## src/rtl/memory_stage_pkg.sv

```systemverilog
// Shared types and helpers for the memory pipeline stage.
package memory_stage_pkg;

  typedef enum logic [1:0] {
    IDLE = 2'd0,
    WAIT = 2'd1,
    DONE = 2'd2
  } mem_state_t;

  // Width of a timer that must hold values up to TIMEOUT.
  function automatic int timer_width(input int timeout);
    return $clog2(timeout + 1);
  endfunction

endpackage

```

## src/rtl/mw_register.sv

```systemverilog
// M/W pipeline register. i_en loads the control/ALU fields, while i_rd_en
// loads the read-data field on its own. i_clr clears every field.
module mw_register #(
  parameter int WIDTH = 32,
  parameter int REGW  = 4
) (
  input  logic             clk,
  input  logic             i_clr,
  input  logic             i_en,
  input  logic             i_rd_en,
  input  logic [WIDTH-1:0] i_read_data,
  input  logic [WIDTH-1:0] i_alu_out,
  input  logic [REGW-1:0]  i_wa3,
  input  logic             i_reg_write,
  input  logic             i_mem_to_reg,
  output logic [WIDTH-1:0] o_read_data,
  output logic [WIDTH-1:0] o_alu_out,
  output logic [REGW-1:0]  o_wa3,
  output logic             o_reg_write,
  output logic             o_mem_to_reg
);

  // W register fields with synchronous clear
  always_ff @(posedge clk) begin
    if (i_clr) begin
      o_read_data  <= {WIDTH{1'b0}};
      o_alu_out    <= {WIDTH{1'b0}};
      o_wa3        <= {REGW{1'b0}};
      o_reg_write  <= 1'b0;
      o_mem_to_reg <= 1'b0;
    end else begin
      if (i_en) begin
        o_alu_out    <= i_alu_out;
        o_wa3        <= i_wa3;
        o_reg_write  <= i_reg_write;
        o_mem_to_reg <= i_mem_to_reg;
      end
      if (i_rd_en) begin
        o_read_data <= i_read_data;
      end
    end
  end

endmodule

```

## src/rtl/memory_stage.sv

```systemverilog
// Memory pipeline stage. It issues loads and stores over a valid/ack
// handshake, stalls upstream while an access is in flight, and feeds the
// M/W register.
module memory_stage
  import memory_stage_pkg::*;
#(
  parameter int WIDTH   = 32,
  parameter int REGW    = 4,
  parameter int TIMEOUT = 15
) (
  input  logic             clk,
  input  logic             reset,
  input  logic             ValidM,
  input  logic             MemReadM,
  input  logic             MemWriteM,
  input  logic             RegWriteM,
  input  logic             MemtoRegM,
  input  logic [REGW-1:0]  WA3M,
  input  logic [WIDTH-1:0] ALUResultM,
  input  logic [WIDTH-1:0] WriteDataM,
  output logic             mem_req,
  output logic             mem_we,
  output logic [WIDTH-1:0] mem_addr,
  output logic [WIDTH-1:0] mem_wdata,
  input  logic [WIDTH-1:0] mem_rdata,
  input  logic             mem_ack,
  output logic             StallM,
  output logic             MemErr,
  output logic [WIDTH-1:0] ReadDataW,
  output logic [WIDTH-1:0] ALUOutW,
  output logic [REGW-1:0]  WA3W,
  output logic             RegWriteW,
  output logic             MemtoRegW
);

  localparam int TW = timer_width(TIMEOUT);

  mem_state_t       r_state, w_state_nx;
  logic [TW-1:0]    r_timer, w_timer_nx;
  logic             r_aborted, w_aborted_nx;
  logic             r_req, w_req_nx;
  logic             r_we, w_we_nx;
  logic [WIDTH-1:0] r_addr, w_addr_nx;
  logic [WIDTH-1:0] r_wdata, w_wdata_nx;
  logic [WIDTH-1:0] r_load_data, w_load_data_nx;
  logic             r_err, w_err_nx;
  logic             w_memop, w_stall, w_w_en, w_rd_en, w_reg_write;
  logic [WIDTH-1:0] w_rd_val;

  assign w_memop = ValidM & (MemReadM | MemWriteM);

  // State and handshake registers
  always_ff @(posedge clk) begin
    if (reset) begin
      r_state     <= IDLE;
      r_timer     <= {TW{1'b0}};
      r_aborted   <= 1'b0;
      r_req       <= 1'b0;
      r_we        <= 1'b0;
      r_addr      <= {WIDTH{1'b0}};
      r_wdata     <= {WIDTH{1'b0}};
      r_load_data <= {WIDTH{1'b0}};
      r_err       <= 1'b0;
    end else begin
      r_state     <= w_state_nx;
      r_timer     <= w_timer_nx;
      r_aborted   <= w_aborted_nx;
      r_req       <= w_req_nx;
      r_we        <= w_we_nx;
      r_addr      <= w_addr_nx;
      r_wdata     <= w_wdata_nx;
      r_load_data <= w_load_data_nx;
      r_err       <= w_err_nx;
    end
  end

  // Next-state, stall and W-register load control
  always_comb begin
    w_state_nx     = r_state;
    w_timer_nx     = r_timer;
    w_aborted_nx   = r_aborted;
    w_req_nx       = r_req;
    w_we_nx        = r_we;
    w_addr_nx      = r_addr;
    w_wdata_nx     = r_wdata;
    w_load_data_nx = r_load_data;
    w_err_nx       = r_err;
    w_stall        = 1'b0;
    w_w_en         = 1'b0;
    w_rd_en        = 1'b0;
    w_rd_val       = r_load_data;
    w_reg_write    = RegWriteM & ValidM;
    case (r_state)
      IDLE: begin
        w_stall = w_memop;
        if (w_memop) begin
          w_addr_nx    = ALUResultM;
          w_wdata_nx   = WriteDataM;
          w_we_nx      = MemWriteM;
          w_req_nx     = 1'b1;
          w_timer_nx   = {TW{1'b0}};
          w_aborted_nx = 1'b0;
          w_state_nx   = WAIT;
        end else begin
          w_w_en = 1'b1;
        end
      end
      WAIT: begin
        w_stall = 1'b1;
        if (mem_ack) begin
          if (!r_we) begin
            w_load_data_nx = mem_rdata;
          end else begin
            w_load_data_nx = r_load_data;
          end
          w_req_nx   = 1'b0;
          w_state_nx = DONE;
        end else if (r_timer == TW'(TIMEOUT - 1)) begin
          w_req_nx     = 1'b0;
          w_err_nx     = 1'b1;
          w_aborted_nx = 1'b1;
          w_state_nx   = DONE;
        end else begin
          w_timer_nx = r_timer + TW'(1);
        end
      end
      DONE: begin
        // Stores keep the old read data unless the access was aborted
        w_w_en      = 1'b1;
        w_rd_en     = r_aborted | ~r_we;
        w_rd_val    = r_aborted ? {WIDTH{1'b0}} : r_load_data;
        w_reg_write = RegWriteM & ValidM & ~r_aborted;
        w_state_nx  = IDLE;
      end
      default: begin
        w_state_nx = IDLE;
      end
    endcase
  end

  assign StallM    = w_stall;
  assign mem_req   = r_req;
  assign mem_we    = r_we;
  assign mem_addr  = r_addr;
  assign mem_wdata = r_wdata;
  assign MemErr    = r_err;

  mw_register #(
    .WIDTH (WIDTH),
    .REGW  (REGW)
  ) u_mw_register (
    .clk          (clk),
    .i_clr        (reset),
    .i_en         (w_w_en),
    .i_rd_en      (w_rd_en),
    .i_read_data  (w_rd_val),
    .i_alu_out    (ALUResultM),
    .i_wa3        (WA3M),
    .i_reg_write  (w_reg_write),
    .i_mem_to_reg (MemtoRegM),
    .o_read_data  (ReadDataW),
    .o_alu_out    (ALUOutW),
    .o_wa3        (WA3W),
    .o_reg_write  (RegWriteW),
    .o_mem_to_reg (MemtoRegW)
  );

endmodule
```

## config.mk

```make
export PLATFORM = sky130hd
export DESIGN_NAME = memory_stage
export DESIGN_NICKNAME = d
export VERILOG_FILES = /design/src/rtl/memory_stage_pkg.sv /design/src/rtl/mw_register.sv /design/src/rtl/memory_stage.sv
export SDC_FILE = /design/constraint.sdc
export NUM_CORES = 1
export LEC_CHECK = 0
export ABC_AREA = 1
export CAP_MARGIN = 20
export CORE_MARGIN = 5
export CORE_UTILIZATION = 25
export CTS_BUF_LIST = sky130_fd_sc_hd__clkbuf_4
export DETAILED_ROUTE_END_ITERATION = 12
export SYNTH_ARGS = -nofsm -noshare
export SYNTH_HDL_FRONTEND = slang
export SYNTH_SLANG_ARGS = --single-unit
```

## constraint.sdc

```tcl
create_clock -name clk -period 1.9 [get_ports clk]
set_clock_uncertainty 0.05 [all_clocks]
set_input_delay 0.475 -clock clk [delete_from_list [all_inputs] [get_ports clk]]
set_output_delay 0.475 -clock clk [all_outputs]
set_load 0.01 [all_outputs]
```

# After elaboration in Yosys (flattened, before gate mapping)
# Index checks and enable logic that the tools add are counted.
totals:
  reg_bits: 176
  latchBits: 0
  mem_bits_rw: 0
  mem_bits_ro: 0
  in_bits: 108
  out_inout_bits: 138
  word_cells: 63
  n_memories: 0
op_classes:
  add_sub_neg: 1
  mul: 0
  div: 0
  magnitude_cmp: 0
  eq_ne: 8
  shift: 0
  mux: 23
  n_bitwise: 8
  reduce_logical: 9
ops:
  columns: ["operator", "count"]
  rows:
  - ["32-bit 2-to-1 mux", 2]
  - ["4-bit 2-to-1 mux", 3]
  - ["1-bit 2-to-1 mux", 9]
  - ["3-bit AND reduction", 3]
  - ["2-bit inequality test (second input constant)", 4]
  - ["1-bit case mux with 2 select lines", 4]
  - ["4-bit case mux with 2 select lines", 1]
  - ["4-bit AND reduction", 2]
  - ["2-bit 2-to-1 mux", 3]
  - ["4-bit by 1-bit adder with 4-bit output (second input constant)", 1]
  - ["4-bit == test (second input constant)", 1]
  - ["2-bit case mux with 2 select lines", 1]
  - ["2-bit AND reduction", 2]
  - ["1-bit bitwise AND", 3]
  - ["3-bit inequality test (second input constant)", 1]
  - ["1-bit inverter", 3]
  - ["2-bit by 1-bit == test with 1-bit output (second input constant)", 1]
  - ["2-bit == test (second input constant)", 1]
  - ["2-bit zero test", 1]
  - ["1-bit bitwise OR", 2]
  - ["2-bit nonzero test", 1]

# Depth between registers and ports, before layout
logic_depth:
  depth_word: 4
  ltp_mapped: 8
  ltp_nobuf: 8

# Cells and area by module
# From an unflattened synthesis, not the netlist that was laid out.
unflattened:
  cells_unflattened: 1001
  area_unflattened_um2: 6914.1
by_module_without_submodules:
  columns: ["module", "instances", "cells_each", "area_each_um2", "seq_area_each_um2"]
  rows:
  - ["memory_stage", 1, 558, 4086.4, 2122.0]
  - ["mw_register", 1, 443, 2827.7, 1401.3]

# Worst setup path before layout
# No wires, ideal clock.
synth_path:
  path_kind: "input -> output"
  from: "in MemWriteM"
  to: "out StallM"
  arrival_time_ns: 1.094
  required_ns: 1.375
  setup_slack_ns: 0.281
  cell_stages: 5
  path_buffers: 1
  path_cell_list: "inv_1 -> nand2_1 -> nand3_2 -> clkbuf_1 -> nand2_1"
synth_via:
  elab_chain_cells: 3
synth_lines:
  columns: ["item", "line_no", "text"]
  rows:
  - ["start: declaration", "memory_stage.sv:15", "input logic MemWriteM,"]
  - ["1-bit bitwise OR", "memory_stage.sv:50", "assign w_memop = ValidM & (MemReadM | MemWriteM);"]
  - ["1-bit bitwise AND", "memory_stage.sv:50", null]
  - ["1-bit case mux with 2 select lines", "memory_stage.sv:93", "case (r_state)"]
  - ["end: declaration", "memory_stage.sv:27", "output logic StallM,"]
# No other way between the ends.

# Worst setup path after layout
# Same ends and word-level chain as after synthesis.

==> metrics.txt <==
Final Max Slew Viols=0; Sw Ratio=31.7%; total core area=24,400 µm²; Worst-path clk slew=0.18 ns; Static Leak=0.00401 µW; Die Span Y=about 170 µm; Internal=5170 µW; Worst Path Required=1.37 ns; Tightest Pin Transition=0.504 ns; die area=between 20,000 and 30,000 µm²; violated checks=setup timing; register-to-register setup slack=0.22 ns; Mapped Cells=796; leading cell type in the layout, fill and taps excluded=nand2_1; # Max-Cap Violations=0; Avg Cell Area, Syn=about 8 µm²; TritonCTS clock tree=done; CP endpoint=StallM; met2 Use GR=22.2%; YS warnings=0; cts hold-fix bufs=0; Post-Route WL=20.6 mm; post-CTS setup buffer count=0; Slowest cell on crit path=clkdlybuf4s50_1; Sequential Power Share=53.4%; die width=168 µm; hold path start=reset; worst setup margin=-0.0396 ns; R2R depth=6; Max Fclk=516 MHz; worst path cell trace=clkdlybuf4s50_1 > inv_1 > nand2_1 > nand3_4 > nand2_2 > buf_6; Root Buffer=clkbuf_4; Mapped Nets=a little over 900; Placement Rows=57; worst-skew pair later-pin latency=roughly 0.55 ns; vias in the first global route=between 5,000 and 6,000; minimum clock period=1.94 ns; Netlist cell types=23; Critical Path Source Type=primary input; via/cell ratio=4.29; crit path launch=MemWriteM; grt ovf=0; Worst Setup End Kind=primary output; CTS buffer count=17; post-route clock period utilization=102%; H-tree depth=4; DP HPWL=approximately 14 mm; routed len/inst=15.0 µm; first-pass GRT wire length=between 30 and 40 mm; Crit Path Max Fanout=2; r2r endpoint=mem_addr[24]; PwrDens=between 800 and 900 nW/µm²; fillers=2,592; largest net degree at the start of global routing=a little over 100; drt drc=0; Comb power frac=17.7%; GRT Overall Usage=14.4%; Critical Path Max Stage Delay=0.48 ns; PortBufs=245; hold slack final=0.314 ns; M1 GR Usage=18.7%; maximum VDD drop=about 0.00032 V; Psw=2400 µW; drt first pass iters=4; worst hold path type=primary input to register; flop and latch count out of synthesis=176; commonest non-fill, non-tap cells in the layout=nand2_1 (210), dfxtp_1 (165), nor2_1 (148); initial antenna violation count=2; vias after detailed routing=a little under 6,000; Final Hold Viols=0; Post-DRT Antenna Nets=0; met3 usage=6.25%; critical path class=primary input to primary output; GRT busiest layer=met2; arrival time at the worst endpoint=~1.4 ns; RD Place Congestion=0.782; I/O pin count=246; synthesized cell area=6200 µm²; Clock power frac=28.9%; endpoints failing setup=1; layout cell share with drive strength beyond 1=roughly 8%; RSZ-0062 raised after global routing=true; DP Worst Slack=-0.506 ns; Max clock buf depth=2; Clock Sinks=176; reg2reg start=r_state[0]; Tot Pwr=7570 µW; synth-to-layout area growth=49.4%; register area share after synthesis=56.8%; Final Net Count=1,143; status=finished with violations; Slew HR=approximately 66%; Initial Util=25.4%; Initial DRC Count=350
[how the worst min path moves through the flow]
stage                                               to  cells past startpoint
after detailed placement                        MemErr                      2
after global routing                   r_load_data[15]                      4
after floorplan           u_mw_register.o_read_data[0]                      2
final                                  r_load_data[15]                      4
after CTS                   u_mw_register.o_alu_out[0]                      4
after global placement                          MemErr                      2
[Yosys cell counts]
cell | count | area [µm²]
inv_1 | 11 | 41.3
o21ai_0 | 63 | 315
nand3_1 | 5 | 25.0
nand3b_1 | 1 | 7.51
nor3_2 | 1 | 10.0
ha_1 | 2 | 25.0
nor2_2 | 1 | 6.26
nand3_2 | 2 | 20.0
clkbuf_1 | 28 | 105
nor2_4 | 1 | 11.3
inv_2 | 4 | 15.0
nor2_1 | 148 | 556
buf_4 | 10 | 75.1
o21ai_2 | 1 | 8.76
dfxtp_1 | 176 | 3520
buf_2 | 13 | 65.1
o21ai_1 | 11 | 55.1
o21a_1 | 1 | 7.51
a21oi_1 | 103 | 515
buf_6 | 1 | 11.3
nand2_1 | 211 | 792
a22oi_1 | 1 | 7.51
clkbuf_2 | 1 | 5.00
[layer usage]
| layer | wire length [µm] | up-vias | part of all wire, % |
|---|---|---|---|
| met2 | 9200 | 191 | 45 |
| met3 | 2030 | 14 | 9.9 |
| met5 | 13 | - | 0.063 |
| met4 | 180 | 2 | 0.87 |
| met1 | 9200 | 2656 | 45 |
| li1 | - | 3018 | - |
[kinds of logic (layout without fill, tap and decap cells)]
family / Yosys count / in the layout / synth area share (%)
buf+inv: 68 / 318 / 5.12
compound gates: 180 / 180 / 14.7
fa+ha+maj: 2 / 2 / 0.403
flops: 176 / 176 / 56.8
simple gates: 370 / 370 / 23.0
other cells: 0 / 1 / 0
[through the flow]
stage               util [%]  std cells  area (µm²)  TNS (ns)
finish                  38.0       1371        9270   -0.0396
global route            38.0       1371        9270    -0.142
CTS                     38.0       1370        9260   -0.0738
detailed placement      37.4       1338        9120    -37.39
global placement        37.4       1338        9120    -36.75
floorplan                  -        796        6200         0
[timing repair]
| action | CTS | global route |
|---|---|---|
| pin swaps | 2 | 0 |
| setup endpoints to repair | 138 | 28 |
| gates resized for setup | 156 | 8 |
[power by group through the flow]
stage	logic (µW)	registers [µW]	clock network (µW)
global placement	1470	4110	0
finish	1340	4040	2190
global route	1480	4070	2490
detailed placement	1480	4120	0
floorplan	520	4200	0
CTS	1360	4040	2310
[critical path: cells and delay by family]
kind | cells | cell delay [ns]
simple gates | 3 | 0.29
buf+inv | 3 | 0.64
[cell type report]
cell class	instances	area [µm²]	share of cell area (%)
multi-input combinational	552	2380	25.7
sequential	176	3540	38.2
clock buffer	17	128	1.38
antenna	1	2.50	0.0270
tap	324	405	4.37
timing repair buffer	271	2590	28.0
inverter	15	56.3	0.607
clock inverter	15	164	1.77
(Power assumes the default switching activity.)
